$ cat src/rtl/mem_access_unit.sv
// Multicycle memory port between the control FSM and the unified instruction/data bus.
// Latency: minimum 3 cycles per access (request, bus cycle, done); each bus wait state adds one.
// Backpressure: stall is high while the request is pending or the bus is busy; the bus stalls via bus_ack.
//
// Ports:
//   clk, rst_n                         clock, async active-low reset
//   memory_read, memory_write,         access request from the control FSM
//   ir_write, lorD                     fetch select, address select (0 = pc, 1 = alu_out)
//   pc, alu_out, write_data            fetch address, data address, store data
//   bus_req/we/addr/wdata/be           registered bus request side
//   bus_rdata, bus_ack                 bus response (single-cycle ack)
//   instruction, instruction_opcode    instruction register and its opcode field
//   mdr                                formatted load data
//   stall, misaligned                  hold the FSM / aborted misaligned access pulse
module mem_access_unit #(
  parameter logic [31:0] RESET_INSTR = 32'h0000_0013
) (
  input  logic        clk,
  input  logic        rst_n,
  input  logic        memory_read,
  input  logic        memory_write,
  input  logic        ir_write,
  input  logic        lorD,
  input  logic [31:0] pc,
  input  logic [31:0] alu_out,
  input  logic [31:0] write_data,
  input  logic [31:0] bus_rdata,
  input  logic        bus_ack,
  output logic        bus_req,
  output logic        bus_we,
  output logic [31:0] bus_addr,
  output logic [31:0] bus_wdata,
  output logic [3:0]  bus_be,
  output logic [31:0] instruction,
  output logic [6:0]  instruction_opcode,
  output logic [31:0] mdr,
  output logic        stall,
  output logic        misaligned
);

  typedef enum logic [1:0] {IDLE, BUSY, DONE} state_t;

  // Normalised size codes; any unlisted funct3 behaves as a word access.
  localparam logic [2:0] F3_B  = 3'b000;
  localparam logic [2:0] F3_H  = 3'b001;
  localparam logic [2:0] F3_W  = 3'b010;
  localparam logic [2:0] F3_BU = 3'b100;
  localparam logic [2:0] F3_HU = 3'b101;

  state_t      state;
  logic [2:0]  lat_f3;
  logic [1:0]  lat_off;
  logic        lat_fetch;

  logic        req;
  logic        is_wr;
  logic        is_fetch;
  logic [31:0] addr;
  logic [2:0]  eff_f3;
  logic        is_byte;
  logic        is_half;
  logic        addr_bad;
  logic [3:0]  nxt_be;
  logic [31:0] nxt_wdata;
  logic [31:0] load_fmt;

  assign req                = memory_read | memory_write;
  // A write wins over a simultaneous read, so it can never be a fetch.
  assign is_wr              = memory_write;
  assign is_fetch           = ir_write & ~memory_write;
  assign addr               = lorD ? alu_out : pc;
  assign stall              = ((state == IDLE) && req) || (state == BUSY);
  assign instruction_opcode = instruction[6:0];

  always_comb begin
    eff_f3 = F3_W;
    if (!is_fetch) begin
      case (instruction[14:12])
        F3_B, F3_H, F3_BU, F3_HU: eff_f3 = instruction[14:12];
        default:                  eff_f3 = F3_W;
      endcase
    end
  end

  assign is_byte  = (eff_f3 == F3_B) || (eff_f3 == F3_BU);
  assign is_half  = (eff_f3 == F3_H) || (eff_f3 == F3_HU);
  assign addr_bad = (is_half && addr[0]) || (!is_byte && !is_half && (addr[1:0] != 2'b00));

  // Store lane steering; reads always enable every lane.
  always_comb begin
    nxt_be    = 4'b1111;
    nxt_wdata = write_data;
    if (is_wr) begin
      if (is_byte) begin
        nxt_be    = 4'b0001 << addr[1:0];
        nxt_wdata = {4{write_data[7:0]}};
      end else if (is_half) begin
        nxt_be    = addr[1] ? 4'b1100 : 4'b0011;
        nxt_wdata = {2{write_data[15:0]}};
      end
    end
  end

  // Load formatting uses the offset and size captured at request time.
  always_comb begin
    logic [7:0]  lb;
    logic [15:0] lh;
    lb       = bus_rdata[8*lat_off +: 8];
    lh       = lat_off[1] ? bus_rdata[31:16] : bus_rdata[15:0];
    load_fmt = bus_rdata;
    case (lat_f3)
      F3_B:    load_fmt = {{24{lb[7]}}, lb};
      F3_BU:   load_fmt = {24'h0, lb};
      F3_H:    load_fmt = {{16{lh[15]}}, lh};
      F3_HU:   load_fmt = {16'h0, lh};
      default: load_fmt = bus_rdata;
    endcase
  end

  always_ff @(posedge clk or negedge rst_n) begin
    if (!rst_n) begin
      state       <= IDLE;
      bus_req     <= 1'b0;
      bus_we      <= 1'b0;
      bus_addr    <= 32'h0;
      bus_wdata   <= 32'h0;
      bus_be      <= 4'h0;
      misaligned  <= 1'b0;
      instruction <= RESET_INSTR;
      mdr         <= 32'h0;
      lat_f3      <= F3_W;
      lat_off     <= 2'b00;
      lat_fetch   <= 1'b0;
    end else begin
      case (state)
        IDLE: begin
          if (req) begin
            if (addr_bad) begin
              // Abort without touching the bus or any captured register.
              misaligned <= 1'b1;
              state      <= DONE;
            end else begin
              bus_req   <= 1'b1;
              bus_we    <= is_wr;
              bus_addr  <= {addr[31:2], 2'b00};
              bus_wdata <= nxt_wdata;
              bus_be    <= nxt_be;
              lat_f3    <= eff_f3;
              lat_off   <= addr[1:0];
              lat_fetch <= is_fetch;
              state     <= BUSY;
            end
          end
        end
        BUSY: begin
          if (bus_ack) begin
            bus_req <= 1'b0;
            bus_we  <= 1'b0;
            if (!bus_we) begin
              if (lat_fetch) instruction <= bus_rdata;
              else           mdr         <= load_fmt;
            end
            state <= DONE;
          end
        end
        DONE: begin
          // Requests still asserted here belong to the access just finished.
          misaligned <= 1'b0;
          state      <= IDLE;
        end
        default: state <= IDLE;
      endcase
    end
  end

endmodule

$ cat config.mk
export PLATFORM = sky130hd
export DESIGN_NAME = mem_access_unit
export DESIGN_NICKNAME = d
export VERILOG_FILES = /design/src/rtl/mem_access_unit.sv
export SDC_FILE = /design/constraint.sdc
export NUM_CORES = 1
export LEC_CHECK = 0
export CORE_MARGIN = 1
export CORE_UTILIZATION = 48
export CTS_CLUSTER_DIAMETER = 120
export DETAILED_ROUTE_END_ITERATION = 10
export HOLD_SLACK_MARGIN = 0.12
export PLACE_DENSITY = 0.88
export SLEW_MARGIN = 20
export SYNTH_ARGS = -nofsm -noshare
export SYNTH_HDL_FRONTEND = slang
export SYNTH_SLANG_ARGS = --single-unit
$ cat constraint.sdc
create_clock -name clk -period 3.4 [get_ports clk]
set_clock_uncertainty 0.1 [all_clocks]
set_input_delay 0.68 -clock clk [delete_from_list [all_inputs] [get_ports clk]]
set_output_delay 0.68 -clock clk [all_outputs]
set_load 0.05 [all_outputs]
==> summary.txt <==
Worst setup path
  – Arrival time worst endpoint: 1.93 ns
  – Worst EP required: 2.62 ns
  – WP depth: 1
  – Crit-path max cell delay: 0.89 ns
  – Setup crit end kind: primary output
  – Flop-to-flop setup slack: 1.11 ns
  – Crit path launch type: register
  – Max FO, Critical Path: 8
  – Buf/Inv on CP: 1
  – Reg2reg start: lat_off[1]$_DFFE_PN0P_
  – CP cell instances: clkdlybuf4s50_1
  – CP max-delay cell: clkdlybuf4s50_1
  – Reg2Reg Depth: 4
  – CP Class: register to primary output
  – Family with the most delay on the worst path: buffers and inverters
  – Worst R2R End: mdr[0]$_DFFE_PN0P_

Global route
  – Initial antenna violation count: 0
  – Overall routing resource usage: 27.66%
  – Vias in the first global route: 5998
  – Pin count of the biggest net entering global routing: 65
  – Congestion Overflow GR: 0
  – Global-route wire length before repair: 31540 µm

Worst hold path
  – Hold crit path type: input port to async pin

Final layout
  – Fillers: 975
  – Layout cells sized above 1: 23.59%
  – Share of the core filled with cells: 72.73%
  – Fin area: 0.01053 mm²
  – Ant diodes: 0
  – Nets: 974
  – Final std cells w/o fill: 1036
  – Layout area overhead: 48.80%

Yosys
  – Syn_area_per_cell: 12.26 µm²
  – Unique masters post-synth: 42
  – Synthesized area: 0.007077 mm²
  – Sequential share of the synthesized area: 49.93%
  – #FFs+latches synth: 141
  – Cells after synthesis: 577
  – Synth warn: 0

Die
  – Die outline height: 123.4 µm
  – I/O pin count: 278
  – DIE AREA: 0.01523 mm²
  – Site Rows: 44
  – Initial Util: 48.88%
  – Core area: 0.01448 mm²
  – Chip width: 123.4 µm

Timing
  – Final Max Tran Viols: 0
  – Final-report hold violation count: 0
  – Worst slew margin: 44.73%
  – Tmin final: 2.713 ns
  – Endpoints failing setup: 0
  – Slew @ Worst Pin: 0.8227 ns
  – Setup TNS: 0 ns
  – Fin Hold WS: 0.1317 ns
  – Achievable clock frequency: 368.5 MHz
  – RSZ-0062 raised after global routing: no
  – Crit share post-route: 79.81%

Placed design
  – Routability congestion estimate: 0.8650
  – DP Wirelength: 14940 µm
  – Post-Place Cells: 1004
  – Placed cell areas: 0.009925 mm²
  – Buffers on Ports: 275

Run status
  – Status: completed

Route
  – DR WL/cell: 19.77 µm
  – 1st-iter DRT viols: 553
  – Via count: 5804
  – Detailed Route WL: 20480 µm
  – Detail Route Antenna Nets: 0
  – Vias/cell: 5.602
  – Residual DRC: 0
  – DR pass1 iterations: 8

Clock tree
  – Post-CTS sizing: 0
  – Root Driver: clkbuf_16
  – Clock Tree Buf Depth: 2
  – CTS clk-pin slew, worst paths: 0.06 ns
  – TritonCTS Sinks: 141
  – CTS tree: built
  – Clock insertion delay at the later pin of the skew report: 0.41 ns
  – Post-CTS Setup Inserts: 0
  – CTS buffer count: 17
  – H-tree Lvls: 4
  – Hold buffers post-CTS: 0

Power and ir drop
  – Leak: 4.715 nW
  – Max VDD drop: 0.7494 mV
  – P per Cell Area: 1172 mW/mm²

Job
  – Maxcap violations: 0
[cells in the final DEF (no fill, tap or decap), types with 8 or more instances in the layout]
cell / count
clkdlybuf4s50_1: 273
buf_4: 15
nor2b_1: 8
mux2_2: 75
dfrtp_1: 137
a21oi_1: 10
mux2_4: 66
nand2_1: 76
clkbuf_16: 17
mux2i_1: 19
nor2_1: 16
nand3_1: 32
o21ai_0: 23
[cells by family after synthesis]
group | count (synthesis) | synth area share [%]
buffers and inverters | 53 | 4.208
and+or+nand+nor | 144 | 9.017
muxes | 161 | 28.94
AOI/OAI and AO/OA | 77 | 7.850
DFF | 141 | 49.93
other | 1 | 0.05299
[report_power, final]
group          total (mW)  internal [mW]  switching [mW]
Combinational        7.21           2.88            4.33
Clock                1.91           1.18           0.730
Sequential           3.23           2.52           0.716
[cell type report]
class | count | area [µm²] | share of cell area (%)
Timing Repair Buffer | 291 | 2897 | 27.51
Multi-Input combinational cell | 384 | 3249 | 30.86
Tap cell | 184 | 230.2 | 2.186
Sequential cell | 141 | 3533 | 33.56
Inverter | 4 | 15.01 | 0.1426
Clock buffer | 18 | 439.2 | 4.171
Clock inverter | 14 | 166.4 | 1.580
[through the flow]
stage	setup slack [ns]	power, mW
2_1_floorplan	1.098	8.099
6_report	0.6866	12.34
4_1_cts	0.6432	12.40
3_5_place_dp	0.4468	10.43
3_3_place_gp	0.5203	10.28
5_1_grt	0.6120	12.86
[Yosys cell counts (all sizes together)]
cell,count,area [µm²]
dfstp,4,105.1
o22ai,1,6.260
o21bai,7,52.55
a22o,7,61.31
nand3,32,160.2
mux2,141,1836
clkbuf,24,90.09
nor2,16,60.06
a221oi,7,61.31
o41ai,1,8.760
nand2b,7,43.79
conb,1,3.750
a221o,1,10.01
and2,1,6.260
mux4,1,22.52
o2bb2ai,3,26.28
a31oi,1,6.260
a21oi,10,50.05
a2111oi,1,8.760
clkinv,1,3.750
nor3,1,5.000
a21o,2,15.01
o21ai,24,131.4
and4bb,1,12.51
or4,1,7.510
buf,25,192.7
nor2b,8,50.05
a22oi,2,15.01
o221ai,3,26.28
a211oi,1,20.02
o21a,3,22.52
nand2,76,285.3
nor3b,1,7.510
o221a,3,33.78
mux2i,19,190.2
inv,3,11.26
dfrtp,137,3428
[flip-flops by register name, summed over array words and instances (netlist names)]
register	flops
bus_req	1
mdr	32
lat_f3	3
bus_addr	30
state	2
lat_fetch	1
lat_off	2
instruction	32
bus_we	1
bus_be	4
bus_wdata	32
misaligned	1
[worst max-delay path by stage]
stage                                      endpoint  slack, ns                         from
after floorplan            bus_addr[10]$_DFFE_PN0P_       1.10                         lorD
after global placement    bus_wdata[29]$_DFFE_PN0P_       0.52                         lorD
after detailed placement  bus_wdata[29]$_DFFE_PN0P_       0.45                         lorD
after CTS                           instruction[12]       0.64  instruction[12]$_DFFE_PN0P_
after global routing                instruction[12]       0.61  instruction[12]$_DFFE_PN0P_
final                               instruction[12]       0.69  instruction[12]$_DFFE_PN0P_
[per-layer routing]
| metal | routed length, µm | track usage (%) | part of all wire [%] | up-vias |
|---|---|---|---|---|
| met5 | 0 | 0 | 0 | - |
| li1 | - | - | - | 2561 |
| met3 | 1737 | 7.795 | 8.5 | 59 |
| met2 | 10050 | 46.65 | 49 | 334 |
| met4 | 639 | 11.82 | 3.1 | 0 |
| met1 | 8055 | 32.99 | 39 | 2850 |
(Power assumes the default switching activity.)
